$ cat config.mk
export PLATFORM = sky130hd
export DESIGN_NAME = display_scan_ctrl
export DESIGN_NICKNAME = d
export VERILOG_FILES = /design/src/rtl/display_scan_ctrl_pkg.sv /design/src/rtl/display_scan_ctrl_hex_seg_decoder.sv /design/src/rtl/display_scan_ctrl.sv
export SDC_FILE = /design/constraint.sdc
export NUM_CORES = 1
export LEC_CHECK = 0
export CORE_MARGIN = 4
export CORE_UTILIZATION = 52
export CTS_BUF_LIST = sky130_fd_sc_hd__clkbuf_16
export DETAILED_ROUTE_END_ITERATION = 6
export GPL_TIMING_DRIVEN = 0
export PLACE_DENSITY = 0.77
export SLEW_MARGIN = 40
export SYNTH_ARGS = -nofsm -noshare
export SYNTH_HDL_FRONTEND = slang
export SYNTH_SLANG_ARGS = --single-unit
$ cat constraint.sdc
create_clock -name clk -period 3.25 [get_ports clk]
set_input_delay 0.325 -clock clk [delete_from_list [all_inputs] [get_ports clk]]
set_output_delay 0.325 -clock clk [all_outputs]
set_load 0.05 [all_outputs]
$ cat src/rtl/display_scan_ctrl_pkg.sv
// Shared constants for the four-digit seven-segment scan controller:
// segment patterns, blank/off codes and scan FSM state encodings.
package display_scan_ctrl_pkg;

   typedef enum logic {
      ST_ON    = 1'b0,
      ST_BLANK = 1'b1
   } scan_state_t;

   localparam logic [6:0] SEG_BLANK = 7'b1111111;
   localparam logic [3:0] AN_OFF    = 4'b1111;

   // Active-low gfedcba patterns, index = hex value (entry 15 listed first)
   localparam logic [15:0][6:0] SEG_LUT = {
      7'h0E, 7'h06, 7'h21, 7'h46, 7'h03, 7'h08, 7'h10, 7'h00,
      7'h78, 7'h02, 7'h12, 7'h19, 7'h30, 7'h24, 7'h79, 7'h40
   };

endpackage

$ cat src/rtl/display_scan_ctrl_hex_seg_decoder.sv
// Combinational hex nibble to active-low seven-segment pattern (gfedcba).
module hex_seg_decoder
   import display_scan_ctrl_pkg::*;
(
   input  logic [3:0] i_nib,
   output logic [6:0] o_seg_c
);

   assign o_seg_c = SEG_LUT[i_nib];

endmodule

$ cat src/rtl/display_scan_ctrl.sv
// Four-digit multiplexed seven-segment scanner with dead-time blanking,
// frame-aligned double buffering and overflow blink.
module display_scan_ctrl
   import display_scan_ctrl_pkg::*;
#(
   parameter int unsigned REFRESH_DIV  = 100000,
   parameter int unsigned BLANK_CYC    = 1000,
   parameter int unsigned BLINK_FRAMES = 125
) (
   input  logic        clk,
   input  logic        rst_n,
   input  logic [15:0] val,
   input  logic [3:0]  en,
   input  logic        ovf,
   input  logic        load,
   output logic [6:0]  d,
   output logic [3:0]  AN,
   output logic        Overflow,
   output logic        frame_done
);

   localparam int unsigned CNT_MAX = (REFRESH_DIV > BLANK_CYC) ? REFRESH_DIV : BLANK_CYC;
   localparam int unsigned CNT_W   = (CNT_MAX > 1) ? $clog2(CNT_MAX) : 1;
   localparam int unsigned BLK_W   = (BLINK_FRAMES > 1) ? $clog2(BLINK_FRAMES) : 1;

   scan_state_t        r_state;
   logic [1:0]         r_sel;
   logic [CNT_W-1:0]   r_cnt;
   logic [15:0]        r_pend_val;
   logic [3:0]         r_pend_en;
   logic               r_pend_ovf;
   logic               r_pend_valid;
   logic [15:0]        r_act_val;
   logic [3:0]         r_act_en;
   logic               r_act_ovf;
   logic               r_blink_phase;
   logic [BLK_W-1:0]   r_blink_cnt;

   scan_state_t        w_nxt_state;
   logic [1:0]         w_nxt_sel;
   logic [CNT_W-1:0]   w_nxt_cnt;
   logic [15:0]        w_nxt_pend_val;
   logic [3:0]         w_nxt_pend_en;
   logic               w_nxt_pend_ovf;
   logic               w_nxt_pend_valid;
   logic [15:0]        w_nxt_act_val;
   logic [3:0]         w_nxt_act_en;
   logic               w_nxt_act_ovf;
   logic               w_nxt_blink_phase;
   logic [BLK_W-1:0]   w_nxt_blink_cnt;
   logic               w_frame;
   logic               w_lit;
   logic [3:0]         w_nib;
   logic [6:0]         w_seg;
   logic [3:0]         w_nxt_an;
   logic [6:0]         w_nxt_d;

   // Next-state logic; outputs are decoded from next state so the registered
   // outputs always match the state registers they sit beside.
   always_comb begin
      w_nxt_state       = r_state;
      w_nxt_sel         = r_sel;
      w_nxt_cnt         = r_cnt;
      w_nxt_pend_val    = r_pend_val;
      w_nxt_pend_en     = r_pend_en;
      w_nxt_pend_ovf    = r_pend_ovf;
      w_nxt_pend_valid  = r_pend_valid;
      w_nxt_act_val     = r_act_val;
      w_nxt_act_en      = r_act_en;
      w_nxt_act_ovf     = r_act_ovf;
      w_nxt_blink_phase = r_blink_phase;
      w_nxt_blink_cnt   = r_blink_cnt;
      w_frame           = 1'b0;

      case (r_state)
         ST_ON: begin
            if (r_cnt == CNT_W'(REFRESH_DIV - 1)) begin
               w_nxt_state = ST_BLANK;
               w_nxt_cnt   = '0;
            end else begin
               w_nxt_cnt = r_cnt + CNT_W'(1);
            end
         end
         ST_BLANK: begin
            if (r_cnt == CNT_W'(BLANK_CYC - 1)) begin
               w_nxt_state = ST_ON;
               w_nxt_cnt   = '0;
               w_nxt_sel   = r_sel + 2'd1;
               w_frame     = (r_sel == 2'd3);
            end else begin
               w_nxt_cnt = r_cnt + CNT_W'(1);
            end
         end
         default: begin
            w_nxt_state = ST_ON;
            w_nxt_cnt   = '0;
         end
      endcase

      if (w_frame && r_pend_valid) begin
         w_nxt_act_val = r_pend_val;
         w_nxt_act_en  = r_pend_en;
         w_nxt_act_ovf = r_pend_ovf;
      end

      // A load on the boundary edge lands in pending for the following frame
      if (load) begin
         w_nxt_pend_val   = val;
         w_nxt_pend_en    = en;
         w_nxt_pend_ovf   = ovf;
         w_nxt_pend_valid = 1'b1;
      end else if (w_frame) begin
         w_nxt_pend_valid = 1'b0;
      end

      if (w_frame) begin
         if (!w_nxt_act_ovf) begin
            w_nxt_blink_phase = 1'b0;
            w_nxt_blink_cnt   = '0;
         end else if (r_blink_cnt == BLK_W'(BLINK_FRAMES - 1)) begin
            w_nxt_blink_phase = ~r_blink_phase;
            w_nxt_blink_cnt   = '0;
         end else begin
            w_nxt_blink_cnt = r_blink_cnt + BLK_W'(1);
         end
      end
   end

   always_comb begin
      case (w_nxt_sel)
         2'd0:    w_nib = w_nxt_act_val[3:0];
         2'd1:    w_nib = w_nxt_act_val[7:4];
         2'd2:    w_nib = w_nxt_act_val[11:8];
         default: w_nib = w_nxt_act_val[15:12];
      endcase
   end

   hex_seg_decoder u_dec (
      .i_nib   (w_nib),
      .o_seg_c (w_seg)
   );

   assign w_lit    = (w_nxt_state == ST_ON) && w_nxt_act_en[w_nxt_sel] && !w_nxt_blink_phase;
   assign w_nxt_an = w_lit ? ~(4'b0001 << w_nxt_sel) : AN_OFF;
   assign w_nxt_d  = w_lit ? w_seg : SEG_BLANK;

   always_ff @(posedge clk or negedge rst_n) begin
      if (!rst_n) begin
         r_state       <= ST_ON;
         r_sel         <= '0;
         r_cnt         <= '0;
         r_pend_val    <= '0;
         r_pend_en     <= '0;
         r_pend_ovf    <= 1'b0;
         r_pend_valid  <= 1'b0;
         r_act_val     <= '0;
         r_act_en      <= '0;
         r_act_ovf     <= 1'b0;
         r_blink_phase <= 1'b0;
         r_blink_cnt   <= '0;
         AN            <= AN_OFF;
         d             <= SEG_BLANK;
         Overflow      <= 1'b1;
         frame_done    <= 1'b0;
      end else begin
         r_state       <= w_nxt_state;
         r_sel         <= w_nxt_sel;
         r_cnt         <= w_nxt_cnt;
         r_pend_val    <= w_nxt_pend_val;
         r_pend_en     <= w_nxt_pend_en;
         r_pend_ovf    <= w_nxt_pend_ovf;
         r_pend_valid  <= w_nxt_pend_valid;
         r_act_val     <= w_nxt_act_val;
         r_act_en      <= w_nxt_act_en;
         r_act_ovf     <= w_nxt_act_ovf;
         r_blink_phase <= w_nxt_blink_phase;
         r_blink_cnt   <= w_nxt_blink_cnt;
         AN            <= w_nxt_an;
         d             <= w_nxt_d;
         Overflow      <= ~w_nxt_act_ovf;
         frame_done    <= w_frame;
      end
   end

endmodule
### After elaboration in Yosys (flattened, before gate mapping)

Memories as Yosys holds them, arrays and structs flattened.
Index checks and enable logic that the tools add are counted.

* bits in latches: 0
* memory bits (writable): 0
* memories: 1
* register bits: 84
* bits of input ports: 24
* memory bits (read-only): 112

* shift operators: 1
* multiplexer cells: 26
* reduce and logical (&&, ||, !) cells: 6
* divide/modulo/power cells: 0
* order comparisons: 2
* $mul: 0
* equal/unequal tests: 6
* add/subtract/negate cells: 3
* bitwise gates (word level): 5

Memory list
* (no name shown): depth 16, width 7, rd ports 1, clocked after Yosys merged registers in 0, wr ports 0, RTL line display_scan_ctrl_hex_seg_decoder.sv:9 `assign o_seg_c = SEG_LUT[i_nib];`

Operator list (count)
* 2-to-1 mux 17 bit: 2
* one-hot mux 17 bit (2 select lines): 1
* 2-to-1 mux 7 bit: 4
* adder 17 x 1 -> 17 bit, second input constant: 1
* equality test 17 x 10 -> 1 bit, second input constant: 1
* equality test 17 bit, second input constant: 1
* 2-to-1 mux 16 bit: 1
* one-hot mux 4 bit (3 select lines): 1
* 2-to-1 mux 1 bit: 11
* 2-to-1 mux 4 bit: 2
* adder 7 x 1 -> 7 bit, second input constant: 1
* equality test 7 bit, second input constant: 1
* < comparator 4 x 5 -> 1 bit, second input constant: 1
* equality test 2 bit, second input constant: 2
* 2-to-1 mux 2 bit: 2
* NOT 1 bit: 4
* NOT 4 bit: 1
* left shift 1 x 2 -> 4 bit, first input constant: 1
* logical AND 1 bit: 3
* < comparator 2 x 3 -> 1 bit, second input constant: 1
* adder 2 x 1 -> 2 bit, second input constant: 1
* binary-select mux 1 bit (select 2 bit): 1
* equality test 2 x 1 -> 1 bit, second input constant: 1
* logical NOT 2 bit: 1
* 3 further kinds: 3

### Logic depth before layout (Yosys ltp)

Gate-level depths: netlist (run 1).

* word-level depth: 10
* mapped depth: 13
* mapped depth without buffers: 12

### Hierarchy

From an unflattened synthesis (run 1), not the netlist that was laid out.

* cell total of the unflattened synthesis: 334
* area, all modules: 4015.1 µm²

Modules (own cells, without submodules)
* display_scan_ctrl: times used 1, cells an instance 302, area an instance 3739.8 µm², sequential area each 2117.0 µm²
* hex_seg_decoder: times used 1, cells an instance 32, area an instance 275.3 µm², sequential area each 0.0 µm²

### Worst setup path after synthesis (run 1)

OpenSTA, ideal clock, no wires.

* path kind: register to register
* start: reg r_sel[0]
* end: reg d[3]
* path buffers: 1
* setup slack: 0.145 ns
* cell stages (with the launch flop): 14
* library setup time: 0.084 ns
* data arrival time: 3.021 ns
* cells stage by stage: dfrtp_1 > ha_1 > and3_1 > nand3_1 > nor2_4 > buf_4 > mux2_2 > mux2_1 > mux2i_1 > inv_2 > ha_1 > mux2i_1 > and2_1 > o21ai_1

* elaborated cells between the ends (all ways): 24

RTL lines
* start, declared: RTL line display_scan_ctrl.sv:27 `logic [1:0] r_sel;`
* start signal, assigned: RTL line display_scan_ctrl.sv:167 `r_sel <= w_nxt_sel;`
* equality test 2 bit: RTL line display_scan_ctrl.sv:89 `w_frame = (r_sel == 2'd3);`
* 2-to-1 mux 1 bit: RTL line display_scan_ctrl.sv:85 `if (r_cnt == CNT_W'(BLANK_CYC - 1)) begin`
* 2-to-1 mux 1 bit: RTL line display_scan_ctrl.sv:75 `case (r_state)`
* logical AND 1 bit: RTL line display_scan_ctrl.sv:100 `if (w_frame && r_pend_valid) begin`
* 2-to-1 mux 16 bit: RTL line display_scan_ctrl.sv:100
* via w_nxt_act_val[13]: RTL line display_scan_ctrl.sv:46 `logic [15:0] w_nxt_act_val;`
* one-hot mux 4 bit (3 select lines): RTL line display_scan_ctrl.sv:130 `case (w_nxt_sel)`
* memory (16 x 7 bit)
* 2-to-1 mux 7 bit (not written as such): RTL line display_scan_ctrl_hex_seg_decoder.sv:9
* 2-to-1 mux 7 bit: RTL line display_scan_ctrl.sv:145 `assign w_nxt_d = w_lit ? w_seg : SEG_BLANK;`
* via w_nxt_d[3]: RTL line display_scan_ctrl.sv:56 `logic [6:0] w_nxt_d;`
* end signal, assigned: RTL line display_scan_ctrl.sv:179 `d <= w_nxt_d;`
* end, declared: RTL line display_scan_ctrl.sv:16 `output logic [6:0] d,`

The timed path passes the listed nets, and every way through them passes these cells. The select of a mux whose other input is x is not followed.
A chain may end at the register's enable or synchronous reset.

### Worst setup path after layout (run 1)

* start: reg r_cnt[0]
* end: reg d[1]

* longest elaborated chain between the ends: 10
* elaborated cells between the ends (all ways): 28

RTL lines
* start, declared: RTL line display_scan_ctrl.sv:28 `logic [CNT_W-1:0] r_cnt;`
* start signal, assigned: RTL line display_scan_ctrl.sv:168 `r_cnt <= w_nxt_cnt;`
* parallel branches: the longest is 9 deep, another holds memory (16 x 7 bit)
* 2-to-1 mux 7 bit (*): RTL line display_scan_ctrl.sv:145
* via w_nxt_d[1]: RTL line display_scan_ctrl.sv:56

Mark *: on every way through the listed nets, which the timed path passes. The select of a mux whose other input is x is not followed.

==> out/summary.txt, run 1 <==
Row count: 31
Drt via density: 5.46
First-pass GRT wire length: 13.3 mm
CTS tree: yes
Post-placement setup slack: -0.387 ns
Drt first pass iters: 4
GRT overflow: 0
Comb power frac: 3.8%
Syn nets: 370
Post-synth top area cell: dfrtp_1
Post-synth top cells: 72 x dfrtp_1, 37 x mux2_2, 24 x nor2_1
Gr usage total: 19.2%
Top FF cell, synth: dfrtp_1
Yosys cell types: 54
Cell count after synthesis: 336
Placer Congestion: 0.878
Psw: 482 µW
CTS Buf Count: 9
Max clock buf depth: 2
Ports: 37
Worst setup path class: flip-flop to flip-flop
Slew @ Worst Pin: 0.766 ns
Post-synth top area share: 45.3%
# fillers: 532
Finished Layout Cells: 499
Die area: 0.00912 mm²
Count leader, synth: dfrtp_1
Reg2reg setup slack: 0.14 ns
HP Class: input pin to asynchronous set/reset pin
Iter 0 DRT Violations: 91
Number of clock sinks: 84
Post-synth EDFFs: 0
Seq pwr share: 47.5%
Detail Route Antenna Nets: 0
Initial antenna violation count: 0
Placed Cells: 472
Syn_area_per_cell: 11.8 µm²
Final instance area: 0.00498 mm²
F_max: 322 MHz
Vias in the first global route: 2732
Final Util: 68.0%
Yosys warning total: 0
Leakage: 2.28 nW
Clock period minus worst slack: 3.11 ns
Critical path data required time: 3.46 ns
Clock share of power: 48.7%
Final TNS setup: 0 ns
Sw frac: 21.0%
Vias: 2724
Overall Power: 2.29 mW
Worst vdd ir: 0.254 mV
Largest net degree at the start of global routing: 60
Minimum hold slack: 0.415 ns
H-tree levels: 3
WL final: 7.89 mm
Crit path max fanout: 7
Final Max Slew Viols: 0
Die H: 95.5 µm
Synth area leaders: dfrtp_1 45%, mux2_2 10%, dfstp_2 7.9%, ha_1 3.1%, xor2_1 2.9%
DP HPWL: 5.21 mm
Asr flop ratio synth: 100%
Max-cap viol count: 0
RSZ-0062 raised after global routing: no
Cell area reported after detailed placement: 0.00449 mm²
Part of the Yosys area used for sequential elements: 53.2%
Worst-Skew Late Latency: 0.34 ns
CTS root buffer: clkbuf_16
Int Pwr: 1.81 mW
Die W: 95.5 µm
Worst Skew: 0.00882 ns
Share of cells above drive strength 1: 26.8%
Port Buffers: 36
Area growth from synthesis to layout: 25.2%
FF+latch count, synth: 84
DRC errors left: 0
Final worst slack: 0.141 ns
WP data arrival: 3.32 ns
Syn Std Cell Area: 0.00398 mm²
Power Density: 460 mW/mm²
Hold Fails Final Rpt: 0
Initial Util: 54.3%
Final number of setup-violating endpoints: 0
Mean routed wirelength per cell: 15.8 µm
Outcome: finished, final reports clean
Clock transition at the registers of the reported paths: 0.06 ns
Final #Nets: 429
Diodes inserted: 0
Core area: 0.00733 mm²
Slew HR: 48.9%
Fin crit share: 95.6%
Crit. End Element: flip-flop
CP startpoint kind: flip-flop
==> layout make-up <==
cell class                 count  area, µm²  area share [%]
timing repair buffer          48        490            9.84
multi-input combinational    223       1780            35.6
buffer                        11       77.6            1.56
tap                           99        124            2.49
clock inverter                 7        104            2.08
sequential                    84       2120            42.5
inverter                      18       67.6            1.36
clock buffer                   9        225            4.52
==> layer usage <==
layer	part of all wire, %	global-route usage, %	up-vias
met2	47	29.3	60
li1	-	-	1290
met5	0	0	-
met4	1.9	8.53	0
met1	47	26.4	1362
met3	4.3	4.26	12
==> repair_timing <==
action	in CTS	in global routing
setup buffers	3	7
hold endpoints to repair	13	0
endpoints found under the setup margin	7	11
resized for setup	3	11
pin swaps	2	3
hold buffers	1	0
==> worst max-delay path, cell delays in order, from the launching register on <==
cell      delay, ns
dfrtp_1        0.40
ha_2           0.22
and4bb_4       0.23
and3_1         0.19
and3_1         0.19
buf_6          0.14
xnor2_4        0.27
buf_12         0.14
mux2i_1        0.09
mux2_2         0.36
ha_1           0.33
inv_1          0.05
o311ai_1       0.37
==> flip-flops by register name, summed over array words and instances, names as in the netlist <==
name	cells
r_pend_ovf	1
r_state	1
r_blink_phase	1
frame_done	1
r_pend_val	16
r_act_ovf	1
r_act_en	4
r_pend_en	4
d	7
AN	4
r_act_val	16
r_cnt	17
r_blink_cnt	7
r_pend_valid	1
Overflow	1
r_sel	2
==> worst paths after layout <==
kind	start	to	depth (start not counted)
hold reg to reg	r_act_ovf$_DFF_PN0_	Overflow$_DFF_PN1_	1
min in group clk	r_act_ovf$_DFF_PN0_	Overflow$_DFF_PN1_	1
setup / recovery	r_cnt[0]$_DFF_PN0_	d[1]$_DFF_PN1_	12
max in group asynchronous	rst_n	r_sel[0]$_DFF_PN0_	3
setup reg to reg	r_cnt[0]$_DFF_PN0_	d[1]$_DFF_PN1_	12
hold / removal	rst_n	r_blink_cnt[4]$_DFFE_PN0N_	2
==> power by group through the flow <==
stage / Combinational [mW] / Sequential, mW / Clock [mW]
after floorplan: 0.0313 / 1.10 / 0
after global placement: 0.0825 / 1.11 / 0
after detailed placement: 0.0894 / 1.11 / 0
after CTS: 0.0905 / 1.09 / 1.14
after global routing: 0.0975 / 1.09 / 1.18
final: 0.0880 / 1.09 / 1.11
==> placed cells by master, fill, tap and decap left out, types with 4 or more instances in the layout <==
master,count
nor3_1,6
nor2_1,24
inv_1,17
xnor2_1,8
xor2_1,13
dfrtp_1,71
dfstp_2,12
mux2i_1,8
nand3_1,21
and3_1,11
nand2_1,19
clkdlybuf4s50_1,35
clkbuf_16,9
o21ai_0,8
buf_6,6
inv_6,4
buf_4,9
mux2_2,37
ha_1,9
==> kinds of logic after synthesis <==
family / after synthesis / share of synthesized area (%)
AO/OA/AOI/OAI: 32 / 5.94
XOR/XNOR: 22 / 5.31
adder cells (fa/ha/maj): 10 / 3.14
buffers and inverters: 29 / 3.49
flip-flops: 84 / 53.2
multiplexers: 50 / 13.8
AND/OR/NAND/NOR: 109 / 15.1
Power figures use the tool's default switching activity.
==> inputs of run 2 (changes only) <==
- CAP_MARGIN: unset -> 15
==> results of run 2 <==
Final layout, timing and power as in run 1 (identical DEF).
==> inputs of run 3 (changes only) <==
- CORE_MARGIN: 4 -> unset
==> out/summary.txt, run 3 (synthesis results as in run 1) <==
Slew HR: 50.1% (was 48.9%)
H-tree levels: 3 (unchanged)
Max-cap viol count: 0 (unchanged)
Worst Skew: 0.00743 ns (was 0.00882 ns)
Clock period minus worst slack: 3.14 ns (was 3.11 ns)
Area of the multi-input gates: 0.00176 mm² (was 0.00178 mm²)
DRC errors left: 0 (unchanged)
Iter 0 DRT Violations: 218 (was 91)
Largest registers: r_cnt (17), r_act_val (16), r_pend_val (16) (unchanged)
Die area: 0.00801 mm² (was 0.00912 mm²)
Die H: 89.5 µm (was 95.5 µm)
Number of clock sinks: 84 (unchanged)
Finished Layout Cells: 499 (unchanged)
Slew @ Worst Pin: 0.748 ns (was 0.766 ns)
# fillers: 539 (was 532)
Hold Fails Final Rpt: 0 (unchanged)
First-pass GRT wire length: 12.7 mm (was 13.3 mm)
Reg area: 0.00212 mm² (about the same)
Commonest non-fill, non-tap cell in the layout: dfrtp_1 (unchanged)
Die W: 89.5 µm (was 95.5 µm)
Area growth from synthesis to layout: 23.8% (was 25.2%)
CTS root buffer: clkbuf_16 (unchanged)
Gr usage total: 21.4% (was 19.2%)
Clock transition at the registers of the reported paths: 0.07 ns (was 0.06 ns)
HP Class: input pin to asynchronous set/reset pin (unchanged)
Drt via density: 5.39 (was 5.46)
Worst vdd ir: 0.293 mV (was 0.254 mV)
CTS Buf Count: 9 (unchanged)
Critical path data required time: 3.50 ns (was 3.46 ns)
Final Max Slew Viols: 0 (unchanged)
F_max: 319 MHz (was 322 MHz)
Port Buffers: 36 (unchanged)
Placed Cells: 472 (unchanged)
Final TNS setup: 0 ns (unchanged)
Max clock buf depth: 2 (unchanged)
CP startpoint kind: flip-flop (unchanged)
Leakage: 2.25 nW (was 2.28 nW)
Minimum hold slack: 0.419 ns (was 0.415 ns)
WL final: 7.80 mm (was 7.89 mm)
Largest net degree at the start of global routing: 60 (unchanged)
Final #Nets: 429 (unchanged)
Outcome: finished, final reports clean (unchanged)
CTS tree: yes (unchanged)
Share of cells above drive strength 1: 26.8% (unchanged)
Power Density: 449 mW/mm² (was 460 mW/mm²)
Reg with most FFs: r_cnt (unchanged)
Row count: 31 (unchanged)
Initial antenna violation count: 0 (unchanged)
Mean routed wirelength per cell: 15.6 µm (was 15.8 µm)
Core area: 0.00733 mm² (unchanged)
Placer Congestion: 0.845 (was 0.878)
Commonest non-fill, non-tap cells in the layout: 70 x dfrtp_1, 37 x mux2_2, 35 x clkdlybuf4s50_1 (was 71 x dfrtp_1, 37 x mux2_2, 35 x clkdlybuf4s50_1)
Crit path max fanout: 8 (was 7)
Drt first pass iters: 4 (unchanged)
Fin crit share: 96.5% (was 95.6%)
Diodes inserted: 0 (unchanged)
Initial Util: 54.3% (unchanged)
Ports: 37 (unchanged)
Crit. End Element: flip-flop (unchanged)
DP HPWL: 5.21 mm (about the same)
Vias: 2692 (was 2724)
WP data arrival: 3.39 ns (was 3.32 ns)
GRT overflow: 0 (unchanged)
Worst-Skew Late Latency: 0.34 ns (about the same)
Final number of setup-violating endpoints: 0 (unchanged)
Number of flip-flops in the largest register: 17 (unchanged)
Reg2reg setup slack: 0.11 ns (was 0.14 ns)
Worst setup path class: flip-flop to flip-flop (unchanged)
Detail Route Antenna Nets: 0 (unchanged)
Vias in the first global route: 2641 (was 2732)
==> run 3: layer usage <==
metal  share of wire [%]  vias up  GRT usage [%]
met5                   0        -              0
met4                 1.3        0           6.93
met3                 3.1        8           4.99
met2                  48       56           34.8
met1                  47     1328           28.5
li1                    -     1300              -
==> run 3: metrics by stage <==
stage	instance area (µm²)	setup WS, ns	power (mW)	utilization [%]
after floorplan	3980	0.145	1.13	-
after global placement	4460	-1.05	1.19	60.9
after detailed placement	4490	-0.482	1.19	61.3
after CTS	4840	0.00710	2.23	66.1
after global routing	4930	-0.0289	2.28	67.2
final	4930	0.113	2.21	67.2
==> run 3: what timing repair did <==
action                                  CTS  global route
endpoints found under the hold margin    13             0
setup buffers                             3             7
hold buffers                              1             0
gates cloned                              0             0
pin swaps                                 2             3
gates resized for setup                   3             8
endpoints found under the setup margin    8            11
==> run 3: final cells by class <==
| cell class | count | share of cell area (%) |
|---|---|---|
| Clock buffer | 9 | 4.57 |
| Inverter | 18 | 1.37 |
| Buffer | 11 | 1.57 |
| Multi-Input combinational cell | 223 | 35.6 |
| Sequential cell | 84 | 43.0 |
| Timing Repair Buffer | 48 | 9.70 |
| Tap cell | 99 | 2.51 |
| Clock inverter | 7 | 1.63 |
==> run 3: power breakdown <==
| group | leakage (nW) | switching, mW | total [mW] | internal (mW) |
|---|---|---|---|---|
| Sequential | 1.06 | 0.0145 | 1.09 | 1.07 |
| Clock | 0.143 | 0.431 | 1.04 | 0.604 |
| Combinational | 1.05 | 0.0366 | 0.0888 | 0.0521 |
| Total | 2.25 | 0.482 | 2.21 | 1.73 |
==> run 3: critical path, cell delays in order, from the launching register on <==
cell,delay (ns)
dfrtp_1,0.38
ha_2,0.23
and4bb_4,0.28
nand3_2,0.16
nor2_4,0.18
buf_6,0.17
mux2_2,0.36
mux2_1,0.33
mux2i_4,0.24
buf_4,0.15
ha_1,0.25
mux2i_1,0.11
o221ai_1,0.20
==> run 3: worst paths after layout <==
path / cells past startpoint / startpoint / to
min in group clk: 1 / r_act_ovf$_DFF_PN0_ / Overflow$_DFF_PN1_
min reg2reg: 1 / r_act_ovf$_DFF_PN0_ / Overflow$_DFF_PN1_
max in group asynchronous: 3 / rst_n / r_cnt[14]$_DFF_PN0_
max reg2reg: 12 / r_cnt[0]$_DFF_PN0_ / d[5]$_DFF_PN1_
min: 2 / rst_n / r_sel[0]$_DFF_PN0_
max: 12 / r_cnt[0]$_DFF_PN0_ / d[5]$_DFF_PN1_
